### src/rtl/layer_mac_seq.sv
// Fully-connected NN layer: ROWS parallel MACs step through one input column per clock.
// Define LAYER_MAC_SEQ_RELU_EN to clamp negative row results to zero in the output stage.
module layer_mac_seq #(
    parameter int LAYER_NO   = 0,
    parameter int ROWS       = 4,
    parameter int COLUMNS    = 3,
    parameter int DATAWIDTH  = 4,
    parameter int ACC_W      = 2*DATAWIDTH + $clog2(COLUMNS) + 1,
    localparam int RAW       = (ROWS > 1) ? $clog2(ROWS) : 1,
    localparam int CAW       = $clog2(COLUMNS)
) (
    input  logic                         clk,
    input  logic                         rst_overall_n,
    input  logic                         clr,
    input  logic                         start,
    input  logic [COLUMNS*DATAWIDTH-1:0] values,
    input  logic                         wr_en,
    input  logic                         wr_is_bias,
    input  logic [RAW-1:0]               wr_row,
    input  logic [CAW-1:0]               wr_col,
    input  logic [2*DATAWIDTH-1:0]       wr_data,
    output logic                         busy,
    output logic                         done,
    output logic                         wr_err,
    output logic [ROWS*ACC_W-1:0]        out
);

    localparam int DW = DATAWIDTH;
    localparam int BW = 2*DATAWIDTH;

    if (ROWS < 1 || COLUMNS < 2 || DATAWIDTH < 1 || LAYER_NO < 0 ||
        ACC_W != 2*DATAWIDTH + $clog2(COLUMNS) + 1) begin : g_param_check
        $error("layer_mac_seq: invalid parameter set");
    end

    typedef enum logic [1:0] {
        S_IDLE = 2'd0,
        S_MAC  = 2'd1,
        S_BIAS = 2'd2
    } state_t;

    state_t                  state_q;
    logic                    busy_q;
    logic                    done_q;
    logic                    wr_err_q;
    logic [CAW-1:0]          col_q;
    logic signed [DW-1:0]    vals_q [COLUMNS];
    logic signed [DW-1:0]    w_q    [ROWS][COLUMNS];
    logic signed [BW-1:0]    b_q    [ROWS];
    logic signed [ACC_W-1:0] acc_q  [ROWS];
    logic signed [ACC_W-1:0] out_q  [ROWS];

    // A write landing on the same edge as an accepted start is parked here and
    // committed when the computation ends, so that computation sees the old value.
    logic                    pend_q;
    logic                    pend_bias_q;
    logic [RAW-1:0]          pend_row_q;
    logic [CAW-1:0]          pend_col_q;
    logic [BW-1:0]           pend_data_q;

    logic signed [ACC_W-1:0] acc_d [ROWS];
    logic signed [ACC_W-1:0] res_d [ROWS];

    logic           idle;
    logic           last_col;
    logic           wr_addr_ok;
    logic           wr_ok;
    logic           start_ok;
    logic           commit;
    logic           do_wr;
    logic           wsel_bias;
    logic [RAW-1:0] wsel_row;
    logic [CAW-1:0] wsel_col;
    logic [BW-1:0]  wsel_data;

    assign idle       = (state_q == S_IDLE);
    assign last_col   = (int'(col_q) == COLUMNS - 1);
    assign wr_addr_ok = (int'(wr_row) < ROWS) && (wr_is_bias || (int'(wr_col) < COLUMNS));
    assign wr_ok      = wr_en && idle && wr_addr_ok;
    assign start_ok   = idle && start && !clr;
    assign commit     = pend_q && (clr || (state_q == S_BIAS));
    assign do_wr      = (wr_ok && !start_ok) || commit;

    assign wsel_bias  = commit ? pend_bias_q : wr_is_bias;
    assign wsel_row   = commit ? pend_row_q  : wr_row;
    assign wsel_col   = commit ? pend_col_q  : wr_col;
    assign wsel_data  = commit ? pend_data_q : wr_data;

    genvar gi;
    for (gi = 0; gi < ROWS; gi++) begin : g_row
        logic signed [ACC_W-1:0] prod;
        logic signed [ACC_W-1:0] sum;

        assign prod      = ACC_W'(vals_q[col_q]) * ACC_W'(w_q[gi][col_q]);
        assign acc_d[gi] = acc_q[gi] + prod;
        assign sum       = acc_q[gi] + ACC_W'(b_q[gi]);
`ifdef LAYER_MAC_SEQ_RELU_EN
        assign res_d[gi] = sum[ACC_W-1] ? '0 : sum;
`else
        assign res_d[gi] = sum;
`endif
        assign out[(ROWS-1-gi)*ACC_W +: ACC_W] = out_q[gi];
    end

    always_ff @(posedge clk or negedge rst_overall_n) begin
        if (!rst_overall_n) begin
            state_q     <= S_IDLE;
            busy_q      <= 1'b0;
            done_q      <= 1'b0;
            wr_err_q    <= 1'b0;
            col_q       <= '0;
            pend_q      <= 1'b0;
            pend_bias_q <= 1'b0;
            pend_row_q  <= '0;
            pend_col_q  <= '0;
            pend_data_q <= '0;
            for (int c = 0; c < COLUMNS; c++) begin
                vals_q[c] <= '0;
            end
            for (int r = 0; r < ROWS; r++) begin
                acc_q[r] <= '0;
                out_q[r] <= '0;
                b_q[r]   <= '0;
                for (int c = 0; c < COLUMNS; c++) begin
                    w_q[r][c] <= '0;
                end
            end
        end else begin
            done_q   <= 1'b0;
            wr_err_q <= wr_en && !(idle && wr_addr_ok);

            if (do_wr) begin
                if (wsel_bias) begin
                    b_q[wsel_row] <= wsel_data;
                end else begin
                    w_q[wsel_row][wsel_col] <= wsel_data[DW-1:0];
                end
            end

            if (wr_ok && start_ok) begin
                pend_q      <= 1'b1;
                pend_bias_q <= wr_is_bias;
                pend_row_q  <= wr_row;
                pend_col_q  <= wr_col;
                pend_data_q <= wr_data;
            end else if (commit) begin
                pend_q <= 1'b0;
            end

            if (clr) begin
                state_q <= S_IDLE;
                busy_q  <= 1'b0;
                col_q   <= '0;
                for (int r = 0; r < ROWS; r++) begin
                    acc_q[r] <= '0;
                end
            end else begin
                unique case (state_q)
                    S_IDLE: begin
                        if (start) begin
                            for (int c = 0; c < COLUMNS; c++) begin
                                vals_q[c] <= values[(COLUMNS-1-c)*DW +: DW];
                            end
                            for (int r = 0; r < ROWS; r++) begin
                                acc_q[r] <= '0;
                            end
                            col_q   <= '0;
                            busy_q  <= 1'b1;
                            state_q <= S_MAC;
                        end
                    end
                    S_MAC: begin
                        for (int r = 0; r < ROWS; r++) begin
                            acc_q[r] <= acc_d[r];
                        end
                        if (last_col) begin
                            col_q   <= '0;
                            state_q <= S_BIAS;
                        end else begin
                            col_q <= col_q + CAW'(1);
                        end
                    end
                    S_BIAS: begin
                        for (int r = 0; r < ROWS; r++) begin
                            out_q[r] <= res_d[r];
                        end
                        done_q  <= 1'b1;
                        busy_q  <= 1'b0;
                        state_q <= S_IDLE;
                    end
                    default: begin
                        state_q <= S_IDLE;
                    end
                endcase
            end
        end
    end

    assign busy   = busy_q;
    assign done   = done_q;
    assign wr_err = wr_err_q;

endmodule
### config.mk
export PLATFORM = sky130hd
export DESIGN_NAME = layer_mac_seq
export DESIGN_NICKNAME = d
export VERILOG_FILES = /design/src/rtl/layer_mac_seq.sv
export SDC_FILE = /design/constraint.sdc
export NUM_CORES = 1
export LEC_CHECK = 0
export ABC_CLOCK_PERIOD_IN_PS = 9200
export CAP_MARGIN = 20
export CORE_MARGIN = 8
export CORE_UTILIZATION = 62
export CTS_CLUSTER_DIAMETER = 100
export DETAILED_ROUTE_END_ITERATION = 8
export PLACE_DENSITY_LB_ADDON = 0.05
export SKIP_CTS_REPAIR_TIMING = 1
export SLEW_MARGIN = 5
export SYNTH_ARGS = -nofsm -noshare
export SYNTH_HDL_FRONTEND = slang
export SYNTH_SLANG_ARGS = --single-unit
### constraint.sdc
create_clock -name clk -period 9.2 [get_ports clk]
set_input_delay 2.76 -clock clk [delete_from_list [all_inputs] [get_ports clk]]
set_output_delay 2.76 -clock clk [all_outputs]
set_load 0.05 [all_outputs]
==> results of run 1 <==
[cells in the final DEF (no fill, tap or decap), types with 25 or more instances in the layout]
cell type	n
clkdlybuf4s50_1	75
clkbuf_16	25
nand2_1	115
nor2_1	91
a21oi_1	76
fa_1	84
mux2i_1	27
ha_1	132
o21ai_0	96
dfrtp_1	201
a21o_1	28
xnor2_1	64
inv_1	211
mux2_2	85
[power groups by stage]
| stage | combinational [mW] | sequential (mW) | clock (mW) |
|---|---|---|---|
| final | 2.11 | 1.25 | 0.942 |
| after global routing | 2.44 | 1.28 | 0.997 |
| after CTS | 2.12 | 1.25 | 0.962 |
| after detailed placement | 2.10 | 1.26 | 0 |
| after global placement | 2.03 | 1.26 | 0 |
| after floorplan | 1.62 | 1.26 | 0 |
[logic make-up after synthesis]
| group | after synthesis | share of synthesized area, % |
|---|---|---|
| buf+inv | 257 | 6.90 |
| simple gates | 271 | 8.35 |
| mux | 113 | 8.85 |
| fa+ha+maj | 216 | 23.6 |
| flops | 201 | 35.6 |
| xor+xnor | 87 | 5.40 |
| compound gates | 263 | 11.3 |
[layer usage]
metal,routed length (um),vias up
li1,-,4765
met1,14100,4660
met2,13300,191
met3,1460,50
met4,704,2
met5,13,-
[area by class of cell]
cell class	instances	area (um^2)
repair buffers	90	890
clock buffers	36	707
flip-flops and latches	201	5030
fillers	1697	6500
well taps	285	357
clock inverters	6	86.3
inverters	211	792
multi-input cells	950	8140
[final timing paths]
check	start	to	slack [ps]	cells after the start
min in group asynchronous	rst_overall_n	out[3]	2290	1
worst max register to register	col_q[1]	acc_q[21]	3450	17
worst min-delay path	out[33]	out[33]	470	2
max in group asynchronous	rst_overall_n	vals_q[5]	5700	2
worst max-delay path	col_q[1]	acc_q[21]	3450	17
worst min register to register	out[33]	out[33]	470	2
[registers in the layout, indices dropped and copies added (netlist names)]
| name | flops |
|---|---|
| pend_row_q | 2 |
| pend_data_q | 8 |
| busy | 1 |
| pend_q | 1 |
| b_q | 32 |
| wr_err | 1 |
| vals_q | 12 |
| done | 1 |
| w_q | 48 |
| state_q | 2 |
| pend_bias_q | 1 |
| out | 44 |
| pend_col_q | 2 |
| col_q | 2 |
| acc_q | 44 |
[worst register-to-register path, stage by stage, from the launching register on]
cell	delay, ps
dfrtp_1	770
nor2b_1	420
buf_4	300
a21oi_1	100
buf_4	200
nor2_1	560
fa_1	530
inv_1	70
fa_1	430
fa_1	540
inv_1	70
fa_1	460
a21o_1	210
a21oi_1	210
a21oi_1	130
o41ai_1	340
xnor2_1	170
o21ai_0	90
[per-stage QoR]
step	utilization, %	instances	area (um^2)
floorplan	-	1408	14100
global placement	67.5	1736	15200
detailed placement	67.5	1736	15200
CTS	71.0	1778	16000
global route	71.1	1779	16000
finish	71.1	1779	16000
==> metrics.txt, run 1 <==
status=completed; asr flop ratio synth=100%; post-synth net total=1,654; Ports=77; final-report setup violation count=0; Synth top cells by count=inv_1 (211), dfrtp_1 (201), ha_1 (132); clock power share=around 22%; Sum Neg Setup Slack=0 ps; Rel. slew slack=roughly 33%; GRT Util Overall=22.2%; final worst slack=3450 ps; worst path bufs/invs=4; DRT iter0 DRCs=515; DP HPWL=22,500 um; # clock sinks=201; Worst setup SP type=flop; met1 usage=between 30% and 40%; Achievable Freq=between 0.15 and 0.2 GHz; gpl congestion=0.855; first-pass GRT wire length=roughly 50,000 um; M3 GR Usage=3.57%; row count=55; vias per cell=approximately 5.4; clock buffer depth=3; Most Used Layer, Global Route=met2; crit path time final=around 5700 ps; pwr/cell area=269 mW/mm^2; most common cell in the netlist=inv_1; Die X-Extent=167 um; Detail Route Antenna Nets=0; Cell Chain, Critical Path=nor2b_1 > buf_4 > a21oi_1 > buf_4 > nor2_1 > fa_1 > inv_1 > fa_1 > fa_1 > inv_1 > fa_1 > a21o_1 > a21oi_1 > a21oi_1 > o41ai_1 > xnor2_1 > o21ai_0; ratio of cells with drive above 1 in the final layout=10.2%; number of synthesized flops with an enable pin=0; Congestion Overflow GR=0; fin nets=about 1,700; Flop pwr share=29.1%; Hold Fails Final Rpt=0; crit path max fanout=24; H-Tree Depth=1; P_int=2.60 mW; initial antenna violation count=1; largest net degree at the start of global routing=slightly below 90; Synth top area share=approximately 36%; Starting Density=62.7%; P&R area growth vs syn=13.3%; YS warnings=0; number of distinct library cells after synthesis=45; RSZ-0062 raised after global routing=no; CTS Buf Count=24; Clock transition at path regs=60 ps; final worst path period share=62.5%; synthesized area per cell=10.0 um^2; Arr. time, crit path=just over 6000 ps; critical path type=flop to flop; total power=4.30 mW; die area=0.0279 mm^2; Syn Inst Count=1,408; Clock Skew=8.52 ps; combinational share of power=between 40 and 50%; area leader, netlist=dfrtp_1; DRC=0; Worst path slowest cell=dfrtp_1; Max Cap Viol=0; most used cell, CP=fa_1; number of port buffers=76; cell family with most CP delay=adder cells; top cells by area, synth=dfrtp_1 (36%), fa_1 (12%), ha_1 (12%), mux2_2 (6.8%), inv_1 (5.6%); Max Slew Vio Count=0; pre-CTS WS=3310 ps; Net Sw Power=1.70 mW; Worst Path Required=9550 ps; critical path endpoint category=flop; clock insertion delay at the later pin of the skew report=510 ps; register bit total from synthesis=roughly 200; Die Span Y=~170 um; Min Hold Slack=about 470 ps; core area=0.0225 mm^2; vias in the first global route=9,849; WL final=29,600 um; met2 global-route usage=a little over a third; Syn Std Cell Area=0.0141 mm^2; CTS Root Cell=clkbuf_16; drt wl/cell=16.6 um; maximum vdd ir drop=267 uV; vias post-DR=9,668; CP peak stage delay=around 770 ps; Hold Crit Class=flop to flop; CTS tree=done; Leak=7.95 nW; ANT cells=0; switch share=39.6%; Most used DFF post-synth=dfrtp_1; register area share after synthesis=35.6%; drt pass-1 iters=5; Worst Tran Pin Value=roughly 1000 ps
No activity file was read; power rests on OpenSTA's default activity.
==> run 2: changes to the inputs <==
--- a/config.mk
+++ b/config.mk
@@ -5,10 +5,10 @@
 export SDC_FILE = /design/constraint.sdc
 export NUM_CORES = 1
 export LEC_CHECK = 0
-export ABC_CLOCK_PERIOD_IN_PS = 9200
+export ABC_CLOCK_PERIOD_IN_PS = 5300
 export CAP_MARGIN = 20
 export CORE_MARGIN = 8
-export CORE_UTILIZATION = 62
+export CORE_UTILIZATION = 61
 export CTS_CLUSTER_DIAMETER = 100
 export DETAILED_ROUTE_END_ITERATION = 8
 export PLACE_DENSITY_LB_ADDON = 0.05
==> constraint.sdc (replaced) <==
create_clock -name clk -period 5.3 [get_ports clk]
set_input_delay 1.59 -clock clk [delete_from_list [all_inputs] [get_ports clk]]
set_output_delay 1.59 -clock clk [all_outputs]
set_load 0.05 [all_outputs]
==> run 2 against run 1 <==
- first-iteration DRC count rose by 37%
- wire length rose by 0.68%
- final cell count rose by 0.62%
- clock-buffer cell count fell by 6
- die area rose by 1.5%
- power rose by 74%
- sequential power rose by 74%
- global-route usage fell by 0.076 points
==> metrics.txt, run 2 (synthesis gave the netlist of run 1 again) <==
critical path type=flop to flop; met1 usage=31.2% (+0.038 points); Detail Route Antenna Nets=0 (unchanged); die area=0.0283 mm^2 (+1.5%); Rel. slew slack=37.5% (+4.5 points); max reg flops=48 (unchanged); CP peak stage delay=560 ps (-210 ps); # clock sinks=201 (unchanged); CTS tree=done; Most Used Layer, Global Route=met2; DP HPWL=22,700 um (+1.1%); largest net degree at the start of global routing=87 (-2.2%); P&R area growth vs syn=14.2%; vias per cell=5.45 (+0.21%); maximum vdd ir drop=343 uV (+28%); Hold Crit Class=flop to flop; DRT iter0 DRCs=705 (+37%); Worst Path Required=5650 ps (-3900 ps); final worst path period share=93.5% (+31 points); drt pass-1 iters=5 (unchanged); Worst Tran Pin Value=935 ps (-41.4 ps); row count=55 (unchanged); Starting Density=62.2% (-0.57 points); hold depth=2 (unchanged); Clock transition at path regs=60 ps (about the same); Arr. time, crit path=5300 ps (-800 ps); pwr/cell area=464 mW/mm^2 (+73%); Ports=77 (unchanged); ANT cells=0 (unchanged); most used cell, CP=fa_1; initial antenna violation count=0 (-1); Reg with most FFs=w_q; switch share=39.7% (+0.060 points); worst reg-to-reg setup slack=350 ps (-3110 ps); most frequent cells in the layout=inv_1 (211), dfrtp_1 (201), ha_1 (132); vias in the first global route=9,881 (+0.32%); P_int=4.52 mW (+74%); combinational share of power=49.3% (+0.3 points); R2R depth=15 (-2); H-Tree Depth=1 (unchanged); critical path endpoint category=flop; ratio of cells with drive above 1 in the final layout=11.2% (+0.92 points); r2r endpoint=acc_q[32]; Clock Skew=18.0 ps (+9.51 ps); Flop pwr share=29.2% (about the same); vias post-DR=9,748 (+0.83%); core area=0.0227 mm^2 (+0.92%); Max Slew Vio Count=0 (unchanged); clock buffer depth=3 (unchanged); Area after DPL=0.0153 mm^2 (+0.94%); crit path max fanout=8 (-67%); RSZ-0062 raised after global routing=no; crit path time final=4950 ps (-792 ps); final-report setup violation count=0 (unchanged); clock insertion delay at the later pin of the skew report=510 ps (about the same); Final Non-Filler Cells=1,790 (+0.62%); final core utilization=71.0% (-0.11 points); Max Cap Viol=0 (unchanged); M3 GR Usage=3.74% (+0.17 points); status=completed; Net Sw Power=2.97 mW (+74%); Worst path slowest cell=fa_1; Achievable Freq=0.202 GHz (+16%); DRC=0 (unchanged); hold_sp=out[12]; GRT Util Overall=22.1% (-0.076 points); Hold Fails Final Rpt=0 (unchanged); CTS Root Cell=clkbuf_16; drt wl/cell=16.6 um (about the same); Hold Crit Endpoint=out[12]; Congestion Overflow GR=0 (unchanged); met2 global-route usage=34.9% (-0.32 points); design area=0.0161 mm^2 (+0.77%); fin nets=1,737 (+0.75%); Crit Reg-Reg Startpoint=col_q[1]; clock power share=21.5% (-0.4 points); WL final=29,800 um (+0.68%); CTS Buf Count=23 (-4.2%); Sum Neg Setup Slack=0 ps (unchanged); commonest non-fill, non-tap cell in the layout=inv_1; cell count after placement=1,750 (+0.81%); Cell Chain, Critical Path=nor2b_1 > buf_4 > a21oi_1 > or2_2 > fa_1 > fa_1 > fa_1 > inv_1 > fa_1 > a21o_1 > a21oi_1 > a21oi_1 > o41ai_1 > xnor2_1 > o21ai_0; Die Span Y=168 um (+0.74%); Leak=8.04 nW (+1.0%); first-pass GRT wire length=51,000 um (+0.43%); gpl congestion=0.833 (-2.6%); Die X-Extent=168 um (+0.74%); Worst setup SP type=flop; number of port buffers=76 (unchanged)
run 2: how the worst max path moves through the flow:
stage                        start        end  cells past startpoint
after floorplan           col_q[0]  acc_q[10]                     18
after detailed placement  col_q[1]  acc_q[10]                     15
after CTS                 col_q[1]  acc_q[10]                     15
final                     col_q[1]  acc_q[32]                     15
after global routing      col_q[0]  acc_q[32]                     18
after global placement    col_q[0]  acc_q[10]                     17
run 2: per-stage QoR:
| stage | total power, mW | setup WS [ps] | hold WS [ps] |
|---|---|---|---|
| floorplan | 5.00 | 224 | 456 |
| global placement | 5.74 | 435 | 461 |
| detailed placement | 5.89 | 346 | 462 |
| CTS | 7.55 | 331 | 477 |
| global route | 8.19 | 79.8 | 492 |
| finish | 7.48 | 345 | 473 |
run 2: layout make-up:
| type | instances | area [um^2] |
|---|---|---|
| Timing Repair Buffer | 104 | 1030 |
| Clock buffer | 30 | 632 |
| Fill cell | 1719 | 6590 |
| Multi-Input combinational cell | 950 | 8140 |
| Inverter | 211 | 792 |
| Sequential cell | 201 | 5030 |
| Clock inverter | 9 | 139 |
| Tap cell | 285 | 357 |
run 2: worst max-delay path: cells and delay by family, from the launching register on:
family	cells	cell delay [ps]
compound gates	6	1120
xor+xnor	1	160
fa+ha+maj	4	2000
buf+inv	2	350
flops	1	350
simple gates	2	810
run 2: power by group through the flow:
stage          clock network [mW]  logic [mW]  registers (mW)
3_5_place_dp                    0        3.69            2.20
6_report                     1.61        3.69            2.18
2_1_floorplan                   0        2.81            2.18
5_1_grt                      1.70        4.26            2.23
3_3_place_gp                    0        3.55            2.19
4_1_cts                      1.64        3.72            2.18
run 2: layer usage:
metal,vias up,part of all wire (%)
met5,-,0
met4,0,2.2
met3,45,4.8
met2,206,46
met1,4704,47
li1,4793,-
